### config.mk
export PLATFORM = sky130hd
export DESIGN_NAME = hilo_div_ctrl
export DESIGN_NICKNAME = d
export VERILOG_FILES = /design/src/rtl/hilo_pkg.sv /design/src/rtl/hilo_regs.sv /design/src/rtl/hilo_div_ctrl.sv
export SDC_FILE = /design/constraint.sdc
export NUM_CORES = 1
export LEC_CHECK = 0
export BUFFER_PORTS_ARGS = -buffer_cell sky130_fd_sc_hd__buf_2
export CORE_MARGIN = 5
export CORE_UTILIZATION = 40
export DETAILED_ROUTE_END_ITERATION = 7
export GPL_TIMING_DRIVEN = 0
export PLACE_DENSITY = 0.68
export SETUP_SLACK_MARGIN = 0.02
export SLEW_MARGIN = 40
export SYNTH_ARGS = -nofsm -noshare
export SYNTH_HDL_FRONTEND = slang
export SYNTH_SLANG_ARGS = --single-unit
### constraint.sdc
create_clock -name clock -period 2.9 [get_ports clock]
set_input_delay 0.58 -clock clock [delete_from_list [all_inputs] [get_ports clock]]
set_output_delay 0.58 -clock clock [all_outputs]
set_load 0.05 [all_outputs]
### src/rtl/hilo_pkg.sv
`default_nettype none
// ============================================================================
// Module   : hilo_pkg
// Purpose  : Shared types and defaults for the HI/LO divide controller.
// Revision : 1.0 - initial release
// ============================================================================
package hilo_pkg;

  localparam int          DIV_CYCLES_DEFAULT = 32;
  localparam int          TIMEOUT_DEFAULT    = 40;
  localparam logic [31:0] DIV_BY_ZERO_LO     = 32'hFFFF_FFFF;

  typedef enum logic [2:0] {
    IDLE      = 3'd0,
    START     = 3'd1,
    WAIT_BUSY = 3'd2,
    RUN       = 3'd3,
    SETTLE    = 3'd4,
    CAPTURE   = 3'd5
  } div_state_t;

  typedef enum logic [1:0] {
    WR_NONE    = 2'd0,
    WR_MT      = 2'd1,
    WR_CAPTURE = 2'd2,
    WR_DIV0    = 2'd3
  } hilo_wsel_t;

endpackage
`default_nettype wire

### src/rtl/hilo_regs.sv
`default_nettype none
// ============================================================================
// Module   : hilo_regs
// Purpose  : Architectural HI/LO register pair with its write-source mux.
// Revision : 1.0 - initial release
// ============================================================================
module hilo_regs
  import hilo_pkg::*;
(
  input  logic        clock,
  input  logic        reset,
  input  logic [1:0]  wsel,
  input  logic        hi_we,
  input  logic        lo_we,
  input  logic [31:0] wdata,
  input  logic [31:0] cap_q,
  input  logic [31:0] cap_r,
  input  logic [31:0] dz_dividend,
  output logic [31:0] hi,
  output logic [31:0] lo
);

  logic [31:0] r_hi;
  logic [31:0] r_lo;

  always_ff @(posedge clock) begin
    if (!reset) begin
      r_hi <= '0;
      r_lo <= '0;
    end else begin
      case (wsel)
        WR_MT: begin
          if (hi_we) r_hi <= wdata;
          if (lo_we) r_lo <= wdata;
        end
        WR_CAPTURE: begin
          r_hi <= cap_r;
          r_lo <= cap_q;
        end
        // Divide by zero: remainder is the dividend, quotient all ones.
        WR_DIV0: begin
          r_hi <= dz_dividend;
          r_lo <= DIV_BY_ZERO_LO;
        end
        default: ;
      endcase
    end
  end

  assign hi = r_hi;
  assign lo = r_lo;

endmodule
`default_nettype wire

### src/rtl/hilo_div_ctrl.sv
`default_nettype none
// ============================================================================
// Module   : hilo_div_ctrl
// Purpose  : Issue/retire control for the sequential divider; owns HI/LO.
// Revision : 1.0 - initial release
// ============================================================================
module hilo_div_ctrl
  import hilo_pkg::*;
#(
  parameter int DIV_CYCLES = DIV_CYCLES_DEFAULT,
  parameter int TIMEOUT    = TIMEOUT_DEFAULT
) (
  input  logic        clock,
  input  logic        reset,
  input  logic        div_req,
  input  logic [31:0] op_a,
  input  logic [31:0] op_b,
  input  logic        hi_we,
  input  logic        lo_we,
  input  logic [31:0] wdata,
  output logic [31:0] hi,
  output logic [31:0] lo,
  output logic        stall,
  output logic        div_err,
  output logic        div_start,
  output logic        div_rst,
  output logic [31:0] div_dividend,
  output logic [31:0] div_divisor,
  input  logic        div_busy,
  input  logic [31:0] div_q,
  input  logic [31:0] div_r
);

  localparam int                  c_tcnt_w = $clog2(TIMEOUT + 1);
  localparam logic [c_tcnt_w-1:0] c_tmax   = c_tcnt_w'(TIMEOUT - 1);

  if (TIMEOUT <= DIV_CYCLES + 4) begin : g_timeout_too_short
    $error("TIMEOUT must exceed the full divide latency");
  end

  div_state_t          r_state;
  div_state_t          w_next_state;
  logic [c_tcnt_w-1:0] r_tcnt;
  logic                r_err;
  logic [31:0]         r_dividend;
  logic [31:0]         r_divisor;
  logic                w_accept;
  logic                w_timeout;
  hilo_wsel_t          w_wsel;

  always_ff @(posedge clock) begin
    if (!reset) begin
      r_state    <= IDLE;
      r_tcnt     <= '0;
      r_err      <= 1'b0;
      r_dividend <= '0;
      r_divisor  <= '0;
    end else begin
      r_state <= w_next_state;
      if (r_state == IDLE) r_tcnt <= '0;
      else                 r_tcnt <= r_tcnt + 1'b1;
      if (w_timeout) r_err <= 1'b1;
      // Operands stay frozen until the next accept; the core reads signs live.
      if (w_accept) begin
        r_dividend <= op_a;
        r_divisor  <= op_b;
      end
    end
  end

  always_comb begin
    w_next_state = r_state;
    w_wsel       = WR_NONE;
    w_accept     = 1'b0;
    w_timeout    = (r_state != IDLE) && (r_state != CAPTURE) && (r_tcnt == c_tmax);
    case (r_state)
      IDLE: begin
        if (div_req) begin
          if (op_b != '0) begin
            w_accept     = 1'b1;
            w_next_state = START;
          end else begin
            w_wsel = WR_DIV0;
          end
        end else if (hi_we || lo_we) begin
          w_wsel = WR_MT;
        end
      end
      START:     w_next_state = WAIT_BUSY;
      WAIT_BUSY: if (div_busy)  w_next_state = RUN;
      RUN:       if (!div_busy) w_next_state = SETTLE;
      SETTLE:    w_next_state = CAPTURE;
      CAPTURE: begin
        w_wsel       = WR_CAPTURE;
        w_next_state = IDLE;
      end
      default:   w_next_state = IDLE;
    endcase
    if (w_timeout) w_next_state = IDLE;
  end

  hilo_regs u_regs (
    .clock       (clock),
    .reset       (reset),
    .wsel        (w_wsel),
    .hi_we       (hi_we),
    .lo_we       (lo_we),
    .wdata       (wdata),
    .cap_q       (div_q),
    .cap_r       (div_r),
    .dz_dividend (op_a),
    .hi          (hi),
    .lo          (lo)
  );

  assign stall        = div_req | (r_state != IDLE);
  assign div_start    = (r_state == START);
  assign div_err      = r_err;
  assign div_rst      = ~reset;
  assign div_dividend = r_dividend;
  assign div_divisor  = r_divisor;

endmodule
`default_nettype wire

# Yosys cells after proc, flatten, opt, wreduce, memory -nomap -nowiden
# Cells that the tools add are included.
[totals]
rom_bits = 0
out_inout_bits = 132
ram_bits = 0
input_bits = 166
latchBits = 0
memories = 0
elab_cells = 54
reg_bits = 138
[op_classes]
shifts = 0
div_mod_pow = 0
reduce_logical = 12
eq_ne = 16
order_cmp = 0
n_bitwise = 2
multipliers = 0
n_mux = 16
n_addsub = 1
[ops]
columns = ["operator", "n"]
rows = [
  ["one-hot mux 32 bit (3 select lines)", 2],
  ["2-to-1 mux 32 bit", 2],
  ["nonzero test 32 bit", 1],
  ["one-hot mux 3 bit (5 select lines)", 1],
  ["2-to-1 mux 3 bit", 4],
  ["inequality test 2 bit (second input constant)", 5],
  ["adder 6 x 1 -> 6 bit (second input constant)", 1],
  ["== test 3 x 2 -> 1 bit (second input constant)", 2],
  ["== test 3 bit (second input constant)", 2],
  ["== test 6 bit (second input constant)", 1],
  ["nonzero test 3 bit", 2],
  ["== test 2 bit (second input constant)", 2],
  ["2-to-1 mux 1 bit", 4],
  ["2-to-1 mux 2 bit", 2],
  ["one-hot mux 2 bit (2 select lines)", 1],
  ["AND reduction 2 bit", 2],
  ["AND reduction 4 bit", 1],
  ["OR reduction 2 bit", 2],
  ["== test 3 x 1 -> 1 bit (second input constant)", 1],
  ["zero test 3 bit", 1],
  ["inequality test 3 bit (second input constant)", 1],
  ["== test 2 x 1 -> 1 bit (second input constant)", 1],
  ["logical AND 1 bit", 2],
  ["inequality test 2 x 1 -> 1 bit (second input constant)", 1],
  ["3 further kinds", 3],
]

# Logic depth before layout (Yosys ltp)
[depth]
ltp_word = 7
ltp_mapped = 7
mapped_depth_nobuf = 5

# Cells and area by module
# From an unflattened synthesis, not the netlist that was laid out.
[hier_totals]
cells_unflattened = 712
area_unflattened_um2 = 6219.7
[modules_own_cells]
columns = ["module", "cells_per_inst", "seq_area_each_um2", "n_inst", "area_per_inst_um2"]
rows = [
  ["hilo_div_ctrl", 348, 1481.4, 1, 3180.6],
  ["hilo_regs", 364, 1281.2, 1, 3039.2],
]

# Worst setup path before layout
# No wires, ideal clock.
[synth_path]
path_kind = "reg-to-output"
startpoint = "register r_state[2]"
endpoint = "output stall"
t_required_ns = 2.320
path_buffers = 2
path_stages_with_launch = 5
t_arrival_ns = 1.513
path_slack_ns = 0.807
path_cell_list = "dfxtp_1 -> nor3_4 -> buf_2 -> clkbuf_1 -> nand2b_1"
[synth_between]
elab_chain_cells = 2
[synth_rtl]
columns = ["element", "line_no", "source"]
rows = [
  ["start: declaration", "hilo_div_ctrl.sv:41", "div_state_t r_state;"],
  ["start signal: assignment", "hilo_div_ctrl.sv:59", "r_state <= w_next_state;"],
  ["nonzero test 3 bit", "hilo_div_ctrl.sv:116", "assign stall = div_req | (r_state != IDLE);"],
  ["bitwise OR 1 bit", "hilo_div_ctrl.sv:116", ""],
  ["end: declaration", "hilo_div_ctrl.sv:23", "output logic stall,"],
]
# Every way passes these cells.

# Worst setup path after layout
# Same ends and word-level chain as after synthesis.

==> results.md <==
- Die Ht: 136 um
- CP arrival: 2140 ps
- Hold WC Path Type: in -> reg
- Status: complete, no violations
- Main combinational cell family by area after synthesis: compound AO/OA/AOI/OAI gates
- Slew @ Worst Pin: 733 ps
- WL/cell: 18.2 um
- Worst reg2reg path depth: 6
- Clock Path Buffers: 2
- GRT Overall Usage: 23.9%
- Largest net degree at the start of global routing: 17
- XOR/XNOR Fraction of Synth Area: 0.550%
- Multiplexer share of the synthesized area: 0.334%
- VDD IR max: 0.368 mV
- Endpoints failing setup: 0
- CP Launch Type: register
- Most used DFF post-synth: dfxtp_1
- Layout cells sized above 1: 36.4%
- Post-Syn Instances: 720
- Resize count post-CTS: 0
- Fmax: 367 MHz
- Asr flop ratio synth: 0%
- Starting Density: 40.4%
- Number of synthesized flops with an enable pin: 0
- Root Driver: clkbuf_16
- RSZ-0062 raised after global routing: no
- Power after layout: 5.58 mW
- Yosys reg bits: 138
- Fin crit share: 93.8%
- Critical path required time: 2320 ps
- GRT met1 Usage: 30.3%
- Routed wire length: 23000 um
- Hpwl dp: 18100 um
- Most frequent cells in the layout: 310 x buf_2, 138 x dfxtp_1, 133 x nand2_1, 95 x a21oi_1, 63 x a41oi_1
- First-pass GRT wire length: 34600 um
- Chip width: 136 um
- Clk_lat worst skew: 420 ps
- Layout Cells excl Fill: 1264
- Synth Warn #: 0
- Commonest non-fill, non-tap cell in the layout: buf_2
- Met3 Use GR: 7.81%
- Via count: 6789
- Global route overflow: 0
- Fin. Hold Viols: 0
- Synth unique cells: 47
- Grt met2 use: 39.4%
- Initial detailed-routing violation count: 351
- Max-cap viol count: 0
- TritonCTS clock tree: yes
- Routed Antenna Nets: 0
- Final net count: 1202
- Area growth syn-to-layout: 36.9%
- TNS Setup: 0 ps
- Post-synthesis simple-gate area fraction: 13.7%
- GP Congestion: 0.856
- Final worst path period need: 2720 ps
- Hold depth: 3
- Vias in the first global route: 6421
- Placed cells: 1232
- Site row count: 46
- Post-synthesis sequential area ratio: 43.4%
- Synth Area in Compound Gates: 33.0%
- Port bufs: 296
- Relative slew slack: 51.1%
- Floorplan Core Area: 15800 sq um
- Worst-path clk slew: 60 ps
- Placed Area: 8120 sq um
- H-tree levels: 4
- TritonCTS sink count: 138
- Netlist Area Pre-Place: 6370 sq um
- Io pins: 298
- Post-Syn Area per Cell: 8.85 sq um
- Layer with the highest usage: met2
- # Post-CTS Setup Buffers: 0
- Max Slew Vio Count: 0
- Diodes inserted: 0
- Worst Skew: 10.8 ps
- Initial antenna violation count: 4
- Post-Syn Nets: 887
- Post-cts hold buffer count: 0
- Setup crit end kind: primary output
- Inserted Clock Buffers: 17
- # DRC: 0
- First-pass DRT Iterations: 5
- Setup CP Type: reg -> out
- PwrDens: 640 nW/um^2
- Crit path max fanout: 10
- LEAKAGE: 3.91 nW
- Die area: 18600 sq um
- Via density: 5.37
- Post-route cell area: 8720 sq um
- Adder-cell area share of the yosys netlist: 0.196%
[synthesized netlist by cell type, types with 2 or more instances]
master      n  area [sq um]
o21ai_0    33           165
buf_4       3          22.5
buf_6      12           135
a22o_1     32           280
xnor2_1     2          17.5
dfxtp_1   138          2760
nor4_2      3          37.5
nand4_4     2          42.5
inv_1      33           124
clkbuf_1   39           146
buf_12      3          60.1
a21oi_1    95           475
o221a_1    32           360
nor4_4      5           106
nand3_1     2          10.0
buf_2      14          70.1
xor2_1      2          17.5
nor2_1     12          45.0
a41oi_1    63           552
nor2b_1     3          18.8
nand2b_1    2          12.5
nand2_1   133           499
nor3_4      2          32.5
o21ai_1    31           155
nor3_1      2          10.0
[power breakdown]
group | switching [mW] | internal, mW | total, mW
clock network | 0.839 | 1.36 | 2.20
logic | 0.930 | 0.354 | 1.28
registers | 0.0684 | 2.03 | 2.10
total | 1.84 | 3.74 | 5.58
[state kept, by name, indices dropped and copies added (netlist names)]
| name | cells |
|---|---|
| r_state | 3 |
| u_regs.hi | 32 |
| div_dividend | 32 |
| u_regs.lo | 32 |
| div_err | 1 |
| r_tcnt | 6 |
| div_divisor | 32 |
[cell type report]
type	instances	area [sq um]
inverters	33	124
flip-flops and latches	138	2760
plain buffers	72	442
well taps	216	270
repair buffers	296	1480
clock buffers	22	484
fillers	1560	7050
multi-input cells	477	3040
clock inverters	10	115
[per-layer routing]
layer  wire length [um]  vias up  part of all wire, %
met4                361        8                  1.6
met2              10800      273                   47
met1               9790     3181                   43
li1                   -     3291                    -
met3               2030       36                  8.8
met5                 49        -                 0.21
[metrics by stage]
stage	setup WS (ps)	hold WS, ps	utilization (%)
after floorplan	807	418	-
after global placement	319	433	51.5
after detailed placement	288	440	51.5
after CTS	141	399	55.3
after global routing	32.3	413	55.3
final	179	417	55.3
[critical path, cell delays in order (launching register included)]
cell      delay, ps
dfxtp_1         380
nor3_4          360
buf_2           310
clkbuf_1        340
nand2b_1        100
buf_2           230
[final timing paths]
check / end / start / slack, ps
worst max register to register: div_dividend[9] / r_state[2] / 640
worst max-delay path: stall / r_state[2] / 180
worst min-delay path: div_dividend[15] / op_a[15] / 420
worst min register to register: r_tcnt[0] / r_tcnt[0] / 450
[kinds of logic after synthesis]
logic type                 count (synthesis)
buffers and inverters                    105
xor gates and xnor gates                   4
adders and majority gates                  1
DFF                                      138
AOI/OAI and AO/OA                        296
muxes                                      2
and+or+nand+nor                          174
No activity file was read; power rests on OpenSTA's default activity.
